File: config.mk
export PLATFORM = sky130hd
export DESIGN_NAME = neuron_mac_seq
export DESIGN_NICKNAME = d
export VERILOG_FILES = /design/src/rtl/neuron_mac_seq.sv
export SDC_FILE = /design/constraint.sdc
export NUM_CORES = 1
export LEC_CHECK = 0
export CAP_MARGIN = 20
export CORE_UTILIZATION = 64
export DETAILED_ROUTE_END_ITERATION = 10
export GPL_ROUTABILITY_DRIVEN = 0
export PLACE_DENSITY_LB_ADDON = 0.15
export SYNTH_ARGS = -nofsm -noshare
export SYNTH_HDL_FRONTEND = slang
export SYNTH_SLANG_ARGS = --single-unit
File: constraint.sdc
create_clock -name CLK -period 7.25 [get_ports CLK]
set_clock_uncertainty 0.15 [all_clocks]
set_input_delay 2.175 -clock CLK [delete_from_list [all_inputs] [get_ports CLK]]
set_output_delay 2.175 -clock CLK [all_outputs]
set_load 0.1 [all_outputs]
File: src/rtl/neuron_mac_seq.sv
// neuron_mac_seq
//
// Sequential single-neuron multiply-accumulate engine. After START it streams
// N_IN signed activations from X (valid/ready), multiplies each by the weight
// read from an external synchronous RAM, adds the bias stored at address N_IN
// (scaled into the accumulator's fixed-point position), then rescales,
// saturates and presents the 16-bit result on Y (valid/ready).
//
// Ports:
//   CLK, RST          clock (rising edge) and asynchronous active-high reset
//   START / BUSY      begin an evaluation (sampled in IDLE) / engine occupied
//   X_DATA/X_VALID/X_READY  signed activation stream input
//   W_ADDR/W_EN/W_WE/W_DI   weight RAM control (read-only: WE and DI tied 0)
//   W_DO              weight RAM read data, updated by the RAM on falling CLK
//   Y_DATA/Y_VALID/Y_READY  signed neuron result output
//
// Configuration macro:
//   NEURON_RELU_EN    when defined, negative saturated results are output as 0.

module neuron_mac_seq #(
    parameter int N_IN      = 27,
    parameter int FRAC_BITS = 8
) (
    input  logic               CLK,
    input  logic               RST,
    input  logic               START,
    output logic               BUSY,
    input  logic signed [15:0] X_DATA,
    input  logic               X_VALID,
    output logic               X_READY,
    output logic [4:0]         W_ADDR,
    output logic               W_EN,
    output logic               W_WE,
    output logic [15:0]        W_DI,
    input  logic signed [15:0] W_DO,
    output logic signed [15:0] Y_DATA,
    output logic               Y_VALID,
    input  logic               Y_READY
);

    typedef enum logic [2:0] {
        IDLE,
        PRIME,
        RUN,
        BIAS,
        OUT
    } state_t;

    localparam logic [4:0] LAST_K    = 5'(N_IN - 1);
    localparam logic [4:0] BIAS_ADDR = 5'(N_IN);

    state_t             state_q, state_d;
    logic signed [39:0] acc_q, acc_d;
    logic [4:0]         k_q, k_d;
    logic [4:0]         w_addr_q, w_addr_d;
    logic               w_en_q, w_en_d;
    logic               x_ready_q, x_ready_d;
    logic               y_valid_q, y_valid_d;
    logic signed [15:0] y_data_q, y_data_d;
    logic               busy_q, busy_d;

    logic signed [31:0] x_ext, w_ext, product;
    logic signed [39:0] product_ext;
    logic signed [39:0] bias_term;
    logic signed [39:0] bias_sum;
    logic signed [39:0] shifted;
    logic signed [15:0] result;

    // Datapath: the product of two 16-bit signed values always fits in 32
    // bits, so the low 32 bits of the widened multiply are the exact product.
    always_comb begin
        x_ext       = {{16{X_DATA[15]}}, X_DATA};
        w_ext       = {{16{W_DO[15]}}, W_DO};
        product     = x_ext * w_ext;
        product_ext = {{8{product[31]}}, product};
        bias_term   = {{24{W_DO[15]}}, W_DO} <<< FRAC_BITS;
        bias_sum    = acc_q + bias_term;
        shifted     = bias_sum >>> FRAC_BITS;
        if (shifted > 40'sd32767) begin
            result = 16'sh7FFF;
        end else if (shifted < -40'sd32768) begin
            result = 16'sh8000;
        end else begin
            result = shifted[15:0];
        end
`ifdef NEURON_RELU_EN
        if (result[15]) begin
            result = 16'sh0000;
        end
`endif
    end

    // Next-state logic. W_ADDR tracks k so that the RAM, reading on the
    // falling edge, always presents the weight of the next input to accept.
    // W_EN stays high through BIAS so the bias word is fetched, and drops on
    // the edge that leaves BIAS.
    always_comb begin
        state_d   = state_q;
        acc_d     = acc_q;
        k_d       = k_q;
        w_addr_d  = w_addr_q;
        w_en_d    = w_en_q;
        x_ready_d = x_ready_q;
        y_valid_d = y_valid_q;
        y_data_d  = y_data_q;
        busy_d    = busy_q;
        case (state_q)
            IDLE: begin
                if (START) begin
                    acc_d    = '0;
                    k_d      = '0;
                    w_addr_d = '0;
                    w_en_d   = 1'b1;
                    busy_d   = 1'b1;
                    state_d  = PRIME;
                end
            end
            PRIME: begin
                x_ready_d = 1'b1;
                state_d   = RUN;
            end
            RUN: begin
                if (X_VALID && x_ready_q) begin
                    acc_d    = acc_q + product_ext;
                    k_d      = k_q + 5'd1;
                    w_addr_d = k_q + 5'd1;
                    if (k_q == LAST_K) begin
                        w_addr_d  = BIAS_ADDR;
                        x_ready_d = 1'b0;
                        state_d   = BIAS;
                    end
                end
            end
            BIAS: begin
                acc_d     = bias_sum;
                w_en_d    = 1'b0;
                y_data_d  = result;
                y_valid_d = 1'b1;
                state_d   = OUT;
            end
            OUT: begin
                if (Y_READY) begin
                    y_valid_d = 1'b0;
                    busy_d    = 1'b0;
                    state_d   = IDLE;
                end
            end
            default: begin
                state_d = IDLE;
            end
        endcase
    end

    // All state, including every control output, is registered here.
    always_ff @(posedge CLK or posedge RST) begin
        if (RST) begin
            state_q   <= IDLE;
            acc_q     <= '0;
            k_q       <= '0;
            w_addr_q  <= '0;
            w_en_q    <= 1'b0;
            x_ready_q <= 1'b0;
            y_valid_q <= 1'b0;
            y_data_q  <= '0;
            busy_q    <= 1'b0;
        end else begin
            state_q   <= state_d;
            acc_q     <= acc_d;
            k_q       <= k_d;
            w_addr_q  <= w_addr_d;
            w_en_q    <= w_en_d;
            x_ready_q <= x_ready_d;
            y_valid_q <= y_valid_d;
            y_data_q  <= y_data_d;
            busy_q    <= busy_d;
        end
    end

    assign BUSY    = busy_q;
    assign X_READY = x_ready_q;
    assign W_ADDR  = w_addr_q;
    assign W_EN    = w_en_q;
    assign W_WE    = 1'b0;
    assign W_DI    = 16'h0000;
    assign Y_DATA  = y_data_q;
    assign Y_VALID = y_valid_q;

endmodule

Yosys cells after proc, flatten, opt, wreduce, memory -nomap -nowiden
Cells that the tools add are included.

word-level totals
  flip-flop bits (word level) = 73
  input port bits = 37

cells by class
  add/subtract/negate cells = 3
  multipliers = 1
  order comparisons = 2
  eq/ne operators = 9
  muxes and demuxes = 24
  reductions and logical operators = 15

operator list
  kind                                                                                count
  40-bit case mux with 3 select lines                                                 1
  40-bit two-way mux                                                                  2
  40-bit by 24-bit adder with 40-bit output                                           1
  40-bit by 32-bit adder with 40-bit output                                           1
  32-bit by 16-bit greater-than comparator with 1-bit output (second input constant)  1
  32-bit by 16-bit < comparator with 1-bit output (second input constant)             1
  16-bit by 16-bit multiplier with 32-bit output                                      1
  16-bit two-way mux                                                                  2
  5-bit two-way mux                                                                   4
  5-bit case mux with 2 select lines                                                  2
  3-bit case mux with 5 select lines                                                  1
  3-bit two-way mux                                                                   4
  3-bit AND reduction                                                                 4
  2-bit nonzero test                                                                  5
  2-bit != test (second input constant)                                               4
  1-bit case mux with 2 select lines                                                  4
  3-bit by 2-bit == test with 1-bit output (second input constant)                    2
  5-bit by 1-bit adder with 5-bit output (second input constant)                      1
  5-bit == test (second input constant)                                               1
  1-bit two-way mux                                                                   4
  2-bit AND reduction                                                                 2
  4-bit AND reduction                                                                 1
  3-bit by 1-bit == test with 1-bit output (second input constant)                    1
  3-bit == test (second input constant)                                               1
  3 further kinds                                                                     3

Longest topological paths before layout
Gate-level depths: netlist (run 1).

  depth in word-level cells = 4
  gate-level depth with buffers = 26
  mapped depth without buffers = 26

Worst setup path after synthesis (run 1)
Ideal clock, no wire load.

  path kind = in2reg
  start = input X_DATA[15]
  end = register acc_q[32]
  arrival time = 8.451 ns
  required time = 6.963 ns
  slack = -1.488 ns
  stages = 26
  buffers on the path = 2
  cells stage by stage = clkbuf_1 -> nand2_1 -> inv_1 -> fa_1 -> fa_1 -> inv_1 -> fa_1 -> inv_1 -> fa_1 -> fa_1 -> inv_1 -> fa_1 -> inv_1 -> ha_1 -> clkbuf_1 -> a2111oi_2 -> o21ai_0 -> a41o_1 -> or3_1 -> o21ai_1 -> nor2b_1 -> o211ai_1 -> mux2i_1 -> nor2_1 -> a221oi_1 -> a21oi_1

between the ends
  word-level cells in the longest chain between the ends = 4

RTL lines
  element                                         RTL line  RTL
  start: declaration                              28        input logic signed [15:0] X_DATA,
  16-bit by 16-bit multiplier with 32-bit output  74        product = x_ext * w_ext;
  40-bit by 32-bit adder with 40-bit output       124       acc_d = acc_q + product_ext;
  40-bit two-way mux                              123       if (X_VALID && x_ready_q) begin
  40-bit case mux with 3 select lines             107       case (state_q)
  end signal: assignment                          158       acc_q <= '0;
  end signal: assignment                          168       acc_q <= acc_d;
  end: declaration                                53        logic signed [39:0] acc_q, acc_d;

Every way passes these cells. The select of a mux whose other input is x is not followed.
A chain may end at the register's enable or synchronous reset.

Worst setup path in the final report (run 1)
  start = input X_DATA[11]
  end = register acc_q[39]

The elaborated chain is that of the path after synthesis.

==> out/results.ini, run 1 <==
[outcome]
status=complete, but fails checks
violations=negative setup slack

[floorplan]
die_y_um=169
die_w_um=169
dieArea_um2=28400
num_rows=60
start_util=0.655
io_pins=79
coreArea_um2=27100

[final_layout]
drive_gt1_frac=0.292
final_cell_mix=361 x inv_1, 301 x fa_1, 228 x buf_4, 135 x nand2_1, 124 x ha_1
design_area_um2=23000
syn2layout_area_growth_pct=29.7
nets=2835
layout_commonest_cell=inv_1
fin_cells=2696

[placement]
placement.io_buffers=61
dp_hpwl_um=37800
dpl_cell_area_um2=20500
dpl.cell_count=2561

[global_routing]
grt_first_pass_wirelength_um=88000
grt_use_total=0.399
grt_overflow_total=0
antenna_found_initial=1
grt_max_degree=74
grt_pass1_vias=17000

[clock_tree]
clockRootBuffer=clkbuf_16
cts.sinks=73
clockBufferDepth=2
cts_tree=built
insertion_delay_ps=340
numCtsBuffers=9
h-tree-depth=3
clk_pin_slew_ps=60

[routing]
via_per_inst=6.26
detail-route-antenna-nets=0
firstDrtPassIters=9
vias=16900
wl_per_cell_um=23.3
drt_iter0_drc=1746
wirelength_um=62900
drc=0

[logic_synthesis]
synth_compound_area_frac=0.117
synthXorXnorAreaFrac=0.0310
synthAdderAreaFrac=0.477
synthCells=1978
yosys.area_share.simple=0.158
syn_area_um2=17800
synth_top_family_by_area=adder cells
yosysSeqAreaShare=0.103
async_flop_share=1.00
avgSynthCellArea_um2=8.98
ys_seq_elements=73
yosys_warnings=0
synth_mux_area_frac=0.00169
synthDistinctLibCells=83
synth_edf_count=0
synth_flop_cell=dfrtp_1

[worst_hold_path]
hp-class=reg2reg

[critical_path]
worstSetupPathType=in2reg
cp_slowest_stage_delay_ps=800
worstPathRequired_ps=7320
critical_path_buf_inv_count=6
cp_top_family=adder cells
worstPathMaxFanout=5
worstPathArrival_ps=8770
crit_slowest_cell=fa_1
path_common_cell=fa_1
endpoint_kind=flop
start_kind=primary input

[sta]
hold_slack_ps=335
setup_violations=29
final.period_utilization=1.20
setup-tns-final_ps=-27120
finalHoldViolations=0
drv_slew=0
final.min_clock_period_ps=8700
rsz0062_at_grt=yes
fmax_mhz=115
tightest_slew_ps=1210
slew_headroom=0.196
worst_slack_ps=-1450

[flow_run]
drv_cap=0

==> final timing paths <==
check	to	cells after the start	startpoint	slack, ps
worst min register to register	W_ADDR[4]	1	W_ADDR[4]	330
min in group asynchronous	W_ADDR[1]	3	RST	2300
worst min-delay path	W_ADDR[4]	1	W_ADDR[4]	330
worst max-delay path	acc_q[39]	25	X_DATA[11]	-1450
worst max register to register	acc_q[39]	19	acc_q[11]	1470
max in group asynchronous	acc_q[21]	3	RST	4020
==> repair_timing <==
| item | 4_1_cts | 5_1_grt |
|---|---|---|
| gates cloned | 11 | 0 |
| pin swaps | 184 | 129 |
| endpoints found under the setup margin | 31 | 31 |
| hold buffers | 0 | 0 |
| buffers inserted | 93 | 29 |
| gates resized for setup | 358 | 147 |
| hold endpoints to repair | 0 | 0 |
==> Yosys cell counts (all sizes together), types with 14 or more instances <==
library cell / instances / area share
fa: 331 / 0.37
nand2: 176 / 0.037
a31oi: 14 / 0.0058
inv: 420 / 0.089
dfrtp: 73 / 0.10
o21ai: 49 / 0.014
xor2: 25 / 0.012
ha: 148 / 0.10
and2: 120 / 0.042
a21o: 40 / 0.017
nand3: 29 / 0.011
clkbuf: 53 / 0.011
xnor2: 37 / 0.019
nand4: 21 / 0.0074
nor2: 108 / 0.023
buf: 33 / 0.012
a21oi: 104 / 0.030
nor3: 18 / 0.0051
==> stage by stage <==
step | utilization | worst slack [ps]
2_1_floorplan | - | -1030
3_3_place_gp | 0.757 | -1650
3_5_place_dp | 0.757 | -1770
4_1_cts | 0.828 | -955
5_1_grt | 0.850 | -1600
6_report | 0.850 | -1450
==> registers in the layout, summed over array words and instances (netlist names) <==
name,flops
X_READY,1
state_q,3
acc_q,40
W_ADDR,5
BUSY,1
W_EN,1
Y_DATA,16
k_q,5
Y_VALID,1
==> metal layers <==
metal	track usage	wire, um	part of all wire
met4	0.200	5500	0.087
met2	0.679	28800	0.46
met3	0.0610	6880	0.11
met1	0.497	21700	0.34
met5	0	46	0.00073
==> final cells by class <==
| type | count | area [um2] |
|---|---|---|
| Multi-Input combinational cell | 1415 | 15100 |
| Fill cell | 1345 | 4060 |
| Timing Repair Buffer | 400 | 3770 |
| Sequential cell | 73 | 1830 |
| Inverter | 420 | 1580 |
| Tap cell | 372 | 465 |
| Clock buffer | 9 | 225 |
| Clock inverter | 6 | 67.6 |
| Antenna cell | 1 | 2.50 |
==> cell families after synthesis <==
kind of cell / after synthesis
flip-flops: 73
AND/OR/NAND/NOR: 548
AO/OA/AOI/OAI: 306
adder cells (fa/ha/maj): 479
other: 1
XOR/XNOR: 62
multiplexers: 3
buffers and inverters: 506
Power of run 1 is left out: the tool's default activity adds up to more than one toggle a clock period on the data nets, which glitch-free logic cannot reach.
==> run 2, diff against run 1 <==
Settings changed: CORE_ASPECT_RATIO from default to 0.9.
==> run 2 against run 1 <==
The flow still finishes with violations (negative setup slack). Via count is 3.7% lower. Sequential cell count stayed put. Maximum frequency is 5.6% higher. First-iteration DRC count is 4.1% lower. Non-clock buffer count is 7 lower. Critical path depth is 1 higher. Cell count is 0.96% lower. Utilization is 1.2 points lower. Setup slack better by 460 ps. Sequential share of layout area is 0.12 points higher. Die area hardly changed. Critical path type unchanged.
==> out/results.ini, run 2 (same netlist as run 1, synthesis figures left out) <==
[outcome]
status=complete, but fails checks
violations=negative setup slack

[floorplan]
die_w_um=178  ; +5.3%
coreArea_um2=27100  ; unchanged
num_rows=57  ; -5.0%
io_pins=79  ; unchanged
dieArea_um2=28400  ; about the same
start_util=0.655  ; unchanged
die_y_um=160  ; -5.1%

[critical_path]
cp_top_family=adder cells
reg2reg_from=acc_q[15]
worstPathRequired_ps=7300  ; -20 ps
start_kind=primary input
critical_path_buf_inv_count=8  ; +2
worstSetupPathType=in2reg
worstPathArrival_ps=8290  ; -480 ps
endpoint_kind=flop
cp_slowest_stage_delay_ps=560  ; -240 ps
r2r_slack_ps=1510  ; +40 ps
reg2regPathDepth=22  ; +3
timing.rr.end=acc_q[35]
path_common_cell=fa_1
worstPathMaxFanout=4  ; -1
crit_slowest_cell=fa_1

[routing]
firstDrtPassIters=7  ; -2
wirelength_um=57200  ; -9.2%
vias=16300  ; -3.7%
drc=0  ; unchanged
via_per_inst=6.09  ; -2.7%
detail-route-antenna-nets=0  ; unchanged
drt_iter0_drc=1674  ; -4.1%
wl_per_cell_um=21.4  ; -8.3%

[sta]
final.period_utilization=1.14  ; -0.0638
rsz0062_at_grt=yes
worst_slack_ps=-985  ; +463 ps
drv_slew=0  ; unchanged
setup_violations=27  ; -6.9%
final.min_clock_period_ps=8240  ; -463 ps
slew_headroom=0.244  ; +0.0477
fmax_mhz=121  ; +5.6%
finalHoldViolations=0  ; unchanged
tightest_slew_ps=1130  ; -75.8 ps

[final_layout]
largest-register=acc_q
utilization=0.838  ; -0.0124
nets=2828  ; -0.25%
largest_reg_flops=40  ; unchanged
layout_commonest_cell=inv_1
num-fill-cells=1442  ; +7.2%
drive_gt1_frac=0.282  ; -0.00948
final_cell_mix=363 x inv_1, 302 x fa_1, 252 x buf_4, 149 x nand2_1, 118 x ha_1
syn2layout_area_growth_pct=27.8
antenna_cells=0  ; -1

[global_routing]
antenna_found_initial=0  ; -1
grt_overflow_total=0  ; unchanged
grt_first_pass_wirelength_um=86800  ; -1.4%
grt_pass1_vias=17100  ; +0.39%
grt_use_total=0.393  ; -0.00533
grt_max_degree=74  ; unchanged

[clock_tree]
clockRootBuffer=clkbuf_16
cts.sinks=73  ; unchanged
insertion_delay_ps=350  ; about the same
clk_pin_slew_ps=60  ; about the same
cts-hold-fix-buffers=0  ; unchanged
cts_tree=built
clockBufferDepth=2  ; unchanged
numCtsBuffers=9  ; unchanged
h-tree-depth=3  ; unchanged

[worst_hold_path]
worstHoldStart=W_ADDR[3]
min_to=W_ADDR[3]
hp-class=reg2reg
min_path_cells=1  ; unchanged

[placement]
placement.io_buffers=61  ; unchanged
dp_hpwl_um=39000  ; +3.2%

[flow_run]
drv_cap=0  ; unchanged

[run 2: stage by stage]
step	worst slack (ps)	std cells	hold WS (ps)	setup TNS (ps)	instance area (um2)
floorplan	-1030	1994	306	-8990	18200
finish	-985	2670	332	-16500	22700
CTS	-840	2654	338	-12090	22200
global placement	-1610	2559	311	-36540	20600
detailed placement	-1740	2559	324	-39200	20600
global route	-1120	2670	348	-20370	22700
[run 2: how the worst max path moves through the flow]
| stage | startpoint | endpoint | slack [ps] | depth (start not counted) |
|---|---|---|---|---|
| after floorplan | X_DATA[15] | acc_q[32] | -1030 | 26 |
| final | X_DATA[7] | acc_q[35] | -990 | 26 |
| after global routing | W_DO[11] | acc_q[32] | -1120 | 26 |
| after detailed placement | W_DO[5] | acc_q[32] | -1740 | 25 |
| after global placement | W_DO[5] | acc_q[32] | -1610 | 25 |
| after CTS | W_DO[4] | acc_q[33] | -840 | 27 |
[run 2: area by class of cell]
cell class	instances	area, um2	share of cell area
Sequential cell	73	1830	0.0804
Timing Repair Buffer	393	3520	0.155
Multi-Input combinational cell	1415	15000	0.662
Tap cell	354	443	0.0195
Inverter	420	1580	0.0695
Clock inverter	6	67.6	0.00298
Clock buffer	9	225	0.00992
[run 2: per-layer routing]
| layer | track usage | vias to the layer above | share of wire |
|---|---|---|---|
| li1 | - | 6885 | - |
| met1 | 0.500 | 8020 | 0.36 |
| met2 | 0.646 | 1050 | 0.48 |
| met3 | 0.0762 | 299 | 0.096 |
| met4 | 0.188 | 0 | 0.059 |
| met5 | 0 | - | 0 |
[run 2: timing repair]
action	4_1_cts	5_1_grt
cloned	7	0
pin swaps	188	137
setup endpoints to repair	31	31
resized for setup	323	144
buffers inserted	82	23
Power of run 2 is left out for the same reason.
